--- src/rtl/ppm_sof_gen.sv ---
// Start-of-frame generator: serialises PATTERN onto sof, rep+1 times, then pulses sof_done.
// Optional low guard interval before sof_done when SOF_GUARD_EN is defined.
module ppm_sof_gen #(
    parameter int unsigned              SLOT_CYCLES = 4,
    parameter int unsigned              PATTERN_LEN = 8,
    parameter logic [PATTERN_LEN-1:0]   PATTERN     = 8'hE4,
    parameter int unsigned              GUARD_SLOTS = 4
) (
    input  logic                           clk,
    input  logic                           rst_n,
    input  logic                           control_sof,
    input  logic [3:0]                     rep,
    input  logic                           abort,
    output logic                           sof,
    output logic                           sof_busy,
    output logic                           sof_done,
    output logic [$clog2(PATTERN_LEN)-1:0] slot_idx
);

    localparam int unsigned CW = (SLOT_CYCLES > 1) ? $clog2(SLOT_CYCLES) : 1;
    localparam int unsigned SW = $clog2(PATTERN_LEN);
    localparam logic [CW-1:0] CYC_LAST  = CW'(SLOT_CYCLES - 1);
    localparam logic [SW-1:0] SLOT_LAST = SW'(PATTERN_LEN - 1);

    typedef enum logic [1:0] {
        IDLE,
        SEND
`ifdef SOF_GUARD_EN
        , GUARD
`endif
    } state_t;

    state_t      state, state_nxt;
    logic [CW-1:0] cyc, cyc_nxt;
    logic [SW-1:0] slot_nxt;
    logic [3:0]  rep_cnt, rep_cnt_nxt;
    logic [3:0]  rep_lat, rep_lat_nxt;
    logic        sof_nxt, busy_nxt, done_nxt;
    logic        start, slot_wrap, seq_end;

`ifdef SOF_GUARD_EN
    localparam int unsigned GUARD_CYCLES = GUARD_SLOTS * SLOT_CYCLES;
    localparam int unsigned GW = (GUARD_CYCLES > 1) ? $clog2(GUARD_CYCLES) : 1;
    localparam logic [GW-1:0] GUARD_LAST = GW'(GUARD_CYCLES - 1);
    logic [GW-1:0] guard_cnt, guard_nxt;
    logic          guard_end;
    assign guard_end = (state == GUARD) && (guard_cnt == GUARD_LAST);
`endif

    // A request during the sof_done cycle is dropped, not treated as a restart.
    assign start     = control_sof && !sof_done;
    assign slot_wrap = (state == SEND) && (cyc == CYC_LAST);
    assign seq_end   = slot_wrap && (slot_idx == SLOT_LAST) && (rep_cnt == rep_lat);

    always_ff @(posedge clk) begin
        if (!rst_n) begin
            state    <= IDLE;
            cyc      <= '0;
            slot_idx <= '0;
            rep_cnt  <= '0;
            rep_lat  <= '0;
            sof      <= 1'b0;
            sof_busy <= 1'b0;
            sof_done <= 1'b0;
`ifdef SOF_GUARD_EN
            guard_cnt <= '0;
`endif
        end else begin
            state    <= state_nxt;
            cyc      <= cyc_nxt;
            slot_idx <= slot_nxt;
            rep_cnt  <= rep_cnt_nxt;
            rep_lat  <= rep_lat_nxt;
            sof      <= sof_nxt;
            sof_busy <= busy_nxt;
            sof_done <= done_nxt;
`ifdef SOF_GUARD_EN
            guard_cnt <= guard_nxt;
`endif
        end
    end

    always_comb begin
        state_nxt = state;
        if (abort) begin
            state_nxt = IDLE;
        end else begin
            case (state)
                IDLE: if (start) state_nxt = SEND;
                SEND: begin
                    if (seq_end) begin
`ifdef SOF_GUARD_EN
                        state_nxt = GUARD;
`else
                        state_nxt = IDLE;
`endif
                    end
                end
`ifdef SOF_GUARD_EN
                GUARD: if (guard_end) state_nxt = IDLE;
`endif
                default: state_nxt = IDLE;
            endcase
        end
    end

    always_comb begin
        cyc_nxt     = cyc;
        slot_nxt    = slot_idx;
        rep_cnt_nxt = rep_cnt;
        rep_lat_nxt = rep_lat;
        sof_nxt     = 1'b0;
        busy_nxt    = 1'b0;
        done_nxt    = 1'b0;
`ifdef SOF_GUARD_EN
        guard_nxt   = guard_cnt;
`endif
        case (state)
            IDLE: begin
                slot_nxt = '0;
                if (start) begin
                    rep_lat_nxt = rep;
                    cyc_nxt     = '0;
                    rep_cnt_nxt = '0;
                    sof_nxt     = PATTERN[PATTERN_LEN-1];
                    busy_nxt    = 1'b1;
                end
            end
            SEND: begin
                busy_nxt = 1'b1;
                if (!slot_wrap) begin
                    cyc_nxt = cyc + CW'(1);
                    sof_nxt = sof;
                end else begin
                    cyc_nxt = '0;
                    if (slot_idx != SLOT_LAST) begin
                        slot_nxt = slot_idx + SW'(1);
                        sof_nxt  = PATTERN[SLOT_LAST - slot_idx - SW'(1)];
                    end else begin
                        slot_nxt    = '0;
                        rep_cnt_nxt = rep_cnt + 4'd1;
                        if (!seq_end) begin
                            sof_nxt = PATTERN[PATTERN_LEN-1];
                        end else begin
`ifdef SOF_GUARD_EN
                            guard_nxt = '0;
`else
                            busy_nxt  = 1'b0;
                            done_nxt  = 1'b1;
`endif
                        end
                    end
                end
            end
`ifdef SOF_GUARD_EN
            GUARD: begin
                busy_nxt  = !guard_end;
                done_nxt  = guard_end;
                guard_nxt = guard_cnt + GW'(1);
            end
`endif
            default: ;
        endcase
        if (abort) begin
            cyc_nxt  = '0;
            slot_nxt = '0;
            sof_nxt  = 1'b0;
            busy_nxt = 1'b0;
            done_nxt = 1'b0;
        end
    end

endmodule

--- config.mk ---
export PLATFORM = sky130hd
export DESIGN_NAME = ppm_sof_gen
export DESIGN_NICKNAME = d
export VERILOG_FILES = /design/src/rtl/ppm_sof_gen.sv
export SDC_FILE = /design/constraint.sdc
export NUM_CORES = 1
export LEC_CHECK = 0
export BUFFER_PORTS_ARGS = -buffer_cell sky130_fd_sc_hd__buf_2
export CORE_UTILIZATION = 40
export DETAILED_ROUTE_END_ITERATION = 8
export PLACE_DENSITY_LB_ADDON = 0.08
export REMOVE_ABC_BUFFERS = 1
export SYNTH_ARGS = -nofsm -noshare
export SYNTH_HDL_FRONTEND = slang
export SYNTH_SLANG_ARGS = --single-unit
--- constraint.sdc ---
create_clock -name clk -period 2 [get_ports clk]
set_input_delay 0.1 -clock clk [delete_from_list [all_inputs] [get_ports clk]]
set_output_delay 0.1 -clock clk [all_outputs]
set_load 0.05 [all_outputs]
# ---- Yosys cells after proc, flatten, opt, wreduce, memory -nomap -nowiden
# Memory sizes are Yosys's and may differ from the RTL's.
# Index checks and enable logic that the tools add are counted.
# Widths: inputs -> output; s select.
dict set report totals {
  ff_bits 18
  latchBits 0
  ram_bits 0
  mem_bits_ro 8
  inputBits 8
  out_inout_bits 6
  elab_cells 64
  memories 1
}
dict set report classes {
  add_sub_neg 5
  n_mul 0
  n_div 0
  order_cmp 1
  n_eq_ne 9
  n_shift 0
  mux 23
  bitwise 3
  n_reduce_logical 14
}
# memory words word_bits rd rd_ports_with_merged_regs write_ports line_no
set memory_table {}
lappend memory_table {{(name not given)} 8 1 1 0 0 138} ;# sof_nxt = PATTERN[SLOT_LAST - slot_idx - SW'(1)];
# cell count
set ops {}
lappend ops {{$mux 4} 3}
lappend ops {{$mux 1} 8}
lappend ops {{$mux 2} 4}
lappend ops {{$ne 2x2->1 const B} 4}
lappend ops {{$pmux 2 s2} 2}
lappend ops {{$pmux 4 s2} 1}
lappend ops {{$reduce_and 2->1} 4}
lappend ops {{$mux 3} 2}
lappend ops {{$pmux 3 s2} 1}
lappend ops {{$reduce_or 5->1} 1}
lappend ops {{$add 4x1->4 const B} 1}
lappend ops {{$eq 4x4->1} 1}
lappend ops {{$logic_and 1x1->1} 4}
lappend ops {{$lt 3x4->1 const B} 1}
lappend ops {{$pmux 1 s2} 2}
lappend ops {{$reduce_and 4->1} 1}
lappend ops {{$add 3x1->3 const B} 1}
lappend ops {{$eq 3x3->1 const B} 1}
lappend ops {{$ne 3x3->1 const B} 1}
lappend ops {{$not 1->1} 3}
lappend ops {{$sub 3x1->3 const B} 1}
lappend ops {{$sub 3x3->3 const A} 1}
lappend ops {{$add 2x1->2 const B} 1}
lappend ops {{$eq 2x1->1 const B} 1}
lappend ops {{5 further kinds} 5}

# ---- Longest topological paths before layout
# Gate-level depths: netlist (run 1).
dict set report logic_depth {
  ltp_word 8
  ltp_mapped 7
}

# ---- Worst setup path before layout (run 1)
# OpenSTA, ideal clock, no wires.
dict set report synth_timing {
  path_kind {register -> register}
  startpoint {register slot_idx[0]}
  endpoint {register sof}
  arrival_time_ns 1.724
  required_ns 1.872
  path_slack_ns 0.148
  stages_incl_launch_ff 8
  path_buffers 1
  path_cell_list {dfxtp_1 > ha_1 > ha_1 > and3_4 > buf_6 > nand3_4 > nor3_4 > o32ai_2}
}
dict set report synth_between {
  elab_chain_cells 7
  word_cells_on_any_way 12
  cone_classes {2 x add/sub; 2 x eq/ne; 5 x mux; 2 x reduce/logical; 1 x memory}
}
# item line_no
set synth_rtl {}
lappend synth_rtl {{start, declared} 17} ;# output logic [$clog2(PATTERN_LEN)-1:0] slot_idx
lappend synth_rtl {{start signal, assigned} 71} ;# slot_idx <= slot_nxt;
lappend synth_rtl {{$sub 3x3->3 or $eq 3x3->1 (tied branches)} {138, 53}}
lappend synth_rtl {{$sub 3x1->3 or $logic_and 1x1->1 (tied branches)} {138, 53}}
lappend synth_rtl {{$mem_v2 8x1 or $logic_and 1x1->1 (tied branches)} n/a}
lappend synth_rtl {{$mux 1, on equally long branches} {138, 142}}
lappend synth_rtl {{$mux 1 *} 136} ;# if (slot_idx != SLOT_LAST) begin
lappend synth_rtl {{$mux 1 *} 131} ;# if (!slot_wrap) begin
lappend synth_rtl {{$pmux 1 s2 *} 118} ;# case (state)
lappend synth_rtl {{end signal, assigned} 74} ;# sof <= sof_nxt;
lappend synth_rtl {{end, declared} 14} ;# output logic sof,
# Mark *: on every way between the ends. The rest lies on a longest branch, timed or not. The select of a mux whose other input is x is not followed.
# A chain may end at the register's enable or synchronous reset.

# ---- Worst setup path in the final report (run 1)
# Same ends and word-level chain as after synthesis.

==> results.cfg, run 1 <==
[cells_and_area]
nFillCells = 212
antenna_cells = 0
num-nets-final = 109
drive_gt1_frac = 0.221
area_growth_pct = 10.8
post-route-util = 0.476
final_cell_area_um2 = 935

[synth]
synth_top_area_frac = 0.404
synthSimpleGateAreaFrac = 0.230
synth_xor_area_frac = 0.0727
netlist_area_um2 = 843
yosys.area.top_type = dfxtp_1
muxShareOfSynthArea = 0.0831
synth_most_common_cell = dfxtp_1
synthDistinctLibCells = 25
ys.flop_type = dfxtp_1
synthAdderAreaFrac = 0.0742
ys_seq_area_frac = 0.404
ys_warn_count = 0
syn_inst = 81
synthTopCellsByArea = dfxtp_1 40%, mux2i_1 8.3%, ha_1 7.4%
synth_common_cells = 17 x dfxtp_1, 8 x nor2_1, 7 x mux2i_1, 7 x nor2b_1, 5 x ha_1
synth_edf_count = 0
synth_compound_area_frac = 0.0875
ys_ff_latch = 17
synth_top_family_by_area = simple AND/OR/NAND/NOR gates
syn_area_per_cell_um2 = 10.4
async_flop_share = 0

[critical_path]
critPathKind = flip-flop to flip-flop
cp_max_fo = 7
reg2reg_from = slot_idx[0]
cp-startpoint = slot_idx[0]
crit_path_end_kind = flip-flop
required_ps = 2160
critPathLaunchType = flip-flop
cp.arrival_ps = 1680

[sta]
worstMarginPinSlew_ps = 417
finalCritPeriodShare = 0.760
worst_slew_margin_rel = 0.721
timing.hold.ws_ps = 70.8
hold_violations = 0
rsz0062_at_grt = false
slew_violations = 0
fmax_mhz = 658
min_period_ps = 1520
fin_setup_tns_ps = 0
skew_ps = 4.59
setup_viol = 0

[power]
power_mw = 0.581
ir_drop_mv = 0.315
p_leak_nw = 0.377
power_density_mw_per_mm2 = 622

[cts]
htree_levels = 1
clkSlewWorstSetupHoldPaths_ps = 90
clockRootBuffer = clkbuf_4
cts_hold_buf = 0
cts.repair.resized = 0
cts_buffer_depth = 2
cts_tree = yes
insertion_delay_ps = 280
clkSinkCount = 17
cts_setup_buffers = 0
cts_buffers = 3

[route]
routed_via_density = 4.85
avgRoutedWirePerCell_um = 11.4
drc = 0
drtAntennaViolNets = 0
postRouteWirelength_um = 1400
dr_total_vias = 592
first_iter_violations = 4
drt_first_pass_iters = 3

[die]
die_w_um = 47.9
die_h_um = 47.9
rows = 16
initial_core_util = 0.430
core_area_mm2 = 0.00196
pin_count = 14
dieArea_mm2 = 0.00230

[place]
hpwlAfterDp_um = 1120
place.gp.congestion = 0.781
placedInstanceArea_um2 = 908
port_buffers = 13

[hold_path]
min-delay-start = rep[2]
hold_path_class = input port to flip-flop

[global_routing]
grt_overflow = 0
antenna_found_initial = 0
grt_max_degree = 10
grt_pass1_vias = 496
grt_pass1_wl_um = 2240
track_usage = 0.146

[run]
max_cap_viol_count = 0

[status]
status = complete, no violations
## stage by stage
step                      std cells  worst slack [ps]
after floorplan                  78               202
after global placement          118               527
after detailed placement        118               470
after CTS                       122               462
after global routing            122               351
final                           122               480
## final timing paths
path	endpoint	slack, ps	cells after the start
min reg2reg	cyc[1]	510	2
max	sof	480	6
max reg2reg	sof	480	6
min	rep_lat[2]	70	3
## metal layers
metal | GRT usage | vias up | wire [um]
met2 | 0.232 | 10 | 690
met1 | 0.188 | 267 | 644
met4 | 0.0333 | 0 | 10
li1 | - | 313 | -
met5 | 0 | - | 0
met3 | 0.0566 | 2 | 51
## area by class of cell
class / instances / area, um2 / area share
well taps: 27 / 33.8 / 0.0361
multi-input cells: 59 / 462 / 0.494
inverters: 2 / 7.51 / 0.00803
repair buffers: 13 / 65.1 / 0.0696
clock buffers: 4 / 26.3 / 0.0281
flip-flops and latches: 17 / 340 / 0.364
## state kept, by name, indices dropped and copies added (netlist names)
signal / flops
state: 1
sof: 1
rep_lat: 4
sof_done: 1
slot_idx: 3
rep_cnt: 4
sof_busy: 1
cyc: 2
## placed cells by master (no fill, tap or decap), types with 2 or more instances in the layout
| cell | instances |
|---|---|
| a211oi_1 | 3 |
| a21oi_1 | 2 |
| a31oi_1 | 2 |
| buf_2 | 13 |
| clkbuf_4 | 3 |
| dfxtp_1 | 17 |
| ha_1 | 5 |
| inv_1 | 2 |
| mux2i_1 | 7 |
| nand2_1 | 3 |
| nand2b_1 | 2 |
| nand3_1 | 2 |
| nor2_1 | 8 |
| nor2b_1 | 7 |
| nor3_1 | 2 |
| xnor2_1 | 3 |
| xor2_1 | 4 |
## report_power, final
| part | internal [mW] | switching (mW) | total (mW) | leakage (nW) |
|---|---|---|---|---|
| registers | 0.347 | 0.00718 | 0.354 | 0.138 |
| clock network | 0.0774 | 0.0956 | 0.173 | 0.0150 |
| logic | 0.0235 | 0.0308 | 0.0543 | 0.224 |
## critical path, stage by stage (launching register included)
cell     delay (ps)
dfxtp_1         440
ha_1            180
ha_1            180
and3_4          240
nand3_4          80
nor3_4          170
o32ai_2         110
## cell families (layout without fill, tap and decap cells)
family          count (synthesis)  count (layout)
simple gates                   30              30
flops                          17              17
compound gates                 10              10
xor+xnor                        7               7
mux                             7               7
fa+ha+maj                       5               5
buf+inv                         5              19
Power figures use the tool's default switching activity.
==> inputs of run 2 (changes only) <==
ABC_AREA = 1   (was default)
clock period = 1.2 ns   (was 2 ns; I/O delays follow)
==> run 2 against run 1 <==
  * The flow now finishes with violations (setup timing)
  * Via count increased by 31%
  * Cell area grew 21%
  * Die area decreased by 0.15%
  * Sequential share of layout area shrank 5.7 points
  * Area after synthesis is 0.15% lower
  * Critical endpoint unchanged
  * Largest power group unchanged
  * Highest routed layer unchanged
==> results.cfg, run 2 <==
[status]
status = finished, violations left
violations = setup timing

[critical_path]
r2r_slack_ps = -30
critPathLaunchType = flip-flop
required_ps = 1440
crit_top_cell = a21oi_2
worstPathCellList = buf_6 > buf_4 > nor2_1 > nor2_2 > a21oi_2 > nand2_2 > a21oi_2
critPathKind = flip-flop to flip-flop
cp_max_fo = 4
critPathSlowestCell = dfxtp_4
slowest_delay_ps = 370
crit_path_end_kind = flip-flop
cp.arrival_ps = 1470

[power]
p_int_mw = 0.736
swShare = 0.279
power_density_mw_per_mm2 = 905
net-switching-power_mw = 0.285
ir_drop_mv = 0.572
pwr-share-comb = 0.104
p_leak_nw = 0.467
power.share.clock = 0.321
power_mw = 1.02
pwr-share-seq = 0.576

[route]
drc = 0
first_iter_violations = 7
routed_via_density = 4.78
drt_first_pass_iters = 4
postRouteWirelength_um = 1930
avgRoutedWirePerCell_um = 11.9
dr_total_vias = 775
drtAntennaViolNets = 0

[cts]
cts_buffer_depth = 2
clkSinkCount = 17
htree_levels = 1
clockRootBuffer = clkbuf_4
cts_hold_buf = 0
insertion_delay_ps = 300
cts_buffers = 3
clkSlewWorstSetupHoldPaths_ps = 110
cts_tree = yes

[global_routing]
track_usage = 0.196
grt_overflow = 0
antenna_found_initial = 0
grt_max_degree = 11
grt_pass1_vias = 708
grt_pass1_wl_um = 2950

[cells_and_area]
area_growth_pct = 34.0
largestRegisters = rep_cnt (4), rep_lat (4), slot_idx (3)
mostFrequentLayoutCell = nand2_1
nFillCells = 202
drive_gt1_frac = 0.430
mostFrequentLayoutCells = 26 x nand2_1, 14 x dfxtp_1, 12 x buf_2
post-route-util = 0.575
antenna_cells = 0
num-nets-final = 149

[die]
initial_core_util = 0.429
die_w_um = 47.9
dieArea_mm2 = 0.00229
core_area_mm2 = 0.00196
rows = 16
pin_count = 14
die_h_um = 47.9

[synth]
yosys.area.top_type = dfxtp_1
synthDistinctLibCells = 19
synth_top_family_by_area = simple AND/OR/NAND/NOR gates
muxShareOfSynthArea = 0
synth_edf_count = 0
synth_common_cells = 29 x nand2_1, 17 x dfxtp_1, 13 x a21oi_1, 13 x inv_1, 9 x nor2_1
ys_seq_area_frac = 0.404
ys_warn_count = 0
synth_most_common_cell = nand2_1
synthAdderAreaFrac = 0.0743
synthSimpleGateAreaFrac = 0.312
synth_compound_area_frac = 0.132
netlist_area_um2 = 842
ys.flop_type = dfxtp_1
syn_area_per_cell_um2 = 7.59
synth_top_area_frac = 0.404
syn_inst = 111
ys_ff_latch = 17
async_flop_share = 0
synth_xor_area_frac = 0.0104
synthTopCellsByArea = dfxtp_1 40%, nand2_1 13%, a21oi_1 7.7%

[hold_path]
hold_path_class = input port to flip-flop

[place]
place.gp.congestion = 0.773
port_buffers = 13
hpwlAfterDp_um = 1370

[run]
max_cap_viol_count = 0

[sta]
finalCritPeriodShare = 1.03
setup_viol = 2
rsz0062_at_grt = true
skew_ps = 8.09
worstMarginPinSlew_ps = 297
setup_ws_ps = -33.2
hold_violations = 0
slew_violations = 0
worst_slew_margin_rel = 0.800
min_period_ps = 1230
fmax_mhz = 811
[run 2: changes by cell type after synthesis, moves of 4 or more]
cell     before  now
nand2_1       3   29
a21oi_1       2   13
inv_1         2   13
mux2i_1       7    0
nor2b_1       7    0
o21ai_0       1    5
xor2_1        4    0
[run 2: stage by stage]
step	std cells	hold WS (ps)	setup WS (ps)	TNS, ps	cell area (um2)
global placement	156	342	-63.3	-211	978
global route	162	18.9	-65.7	-260	1130
detailed placement	156	341	-115	-483	978
CTS	162	12.2	-25.2	-61.6	1090
floorplan	111	198	-565	-4560	842
finish	162	13.5	-33.2	-45.4	1130
[run 2: power groups by stage]
stage	Clock, mW	Sequential [mW]	Combinational (mW)
global placement	0	0.602	0.0995
floorplan	0	0.610	0.0595
CTS	0.333	0.590	0.101
detailed placement	0	0.602	0.100
finish	0.327	0.588	0.106
global route	0.353	0.590	0.120
[run 2: worst paths after layout]
kind	depth (start not counted)	to	start
setup / recovery	7	sof	slot_idx[0]
hold / removal	3	rep_lat[3]	rep[3]
setup reg to reg	7	sof	slot_idx[0]
hold reg to reg	1	cyc[0]	cyc[0]
[run 2: cells by family after synthesis]
group | Yosys count
buffers and inverters | 15
adder cells (fa/ha/maj) | 5
AO/OA/AOI/OAI | 20
XOR/XNOR | 1
AND/OR/NAND/NOR | 53
flip-flops | 17
[run 2: timing repair]
action / CTS / global route
pin swaps: 7 / 10
setup buffers: 2 / 0
setup endpoints to repair: 8 / 12
resized for setup: 17 / 14
[run 2: final cells by class]
type / instances / area [um2] / share of cell area
clock inverters: 1 / 5.00 / 0.00443
clock buffers: 3 / 22.5 / 0.0200
multi-input cells: 79 / 537 / 0.476
inverters: 15 / 56.3 / 0.0499
repair buffers: 20 / 128 / 0.113
well taps: 27 / 33.8 / 0.0299
flip-flops and latches: 17 / 347 / 0.307
[run 2: worst max-delay path, delay by kind of cell (launching register included)]
family / cells / cell delay, ps
AOI/OAI and AO/OA: 2 / 270
and+or+nand+nor: 3 / 270
buffers and inverters: 2 / 260
DFF: 1 / 370
[run 2: layer usage]
layer	track usage	routed length [um]	up-vias
li1	-	-	405
met1	0.201	860	352
met2	0.343	970	12
met3	0.0528	53	6
met4	0.133	46	0
met5	0	0	-
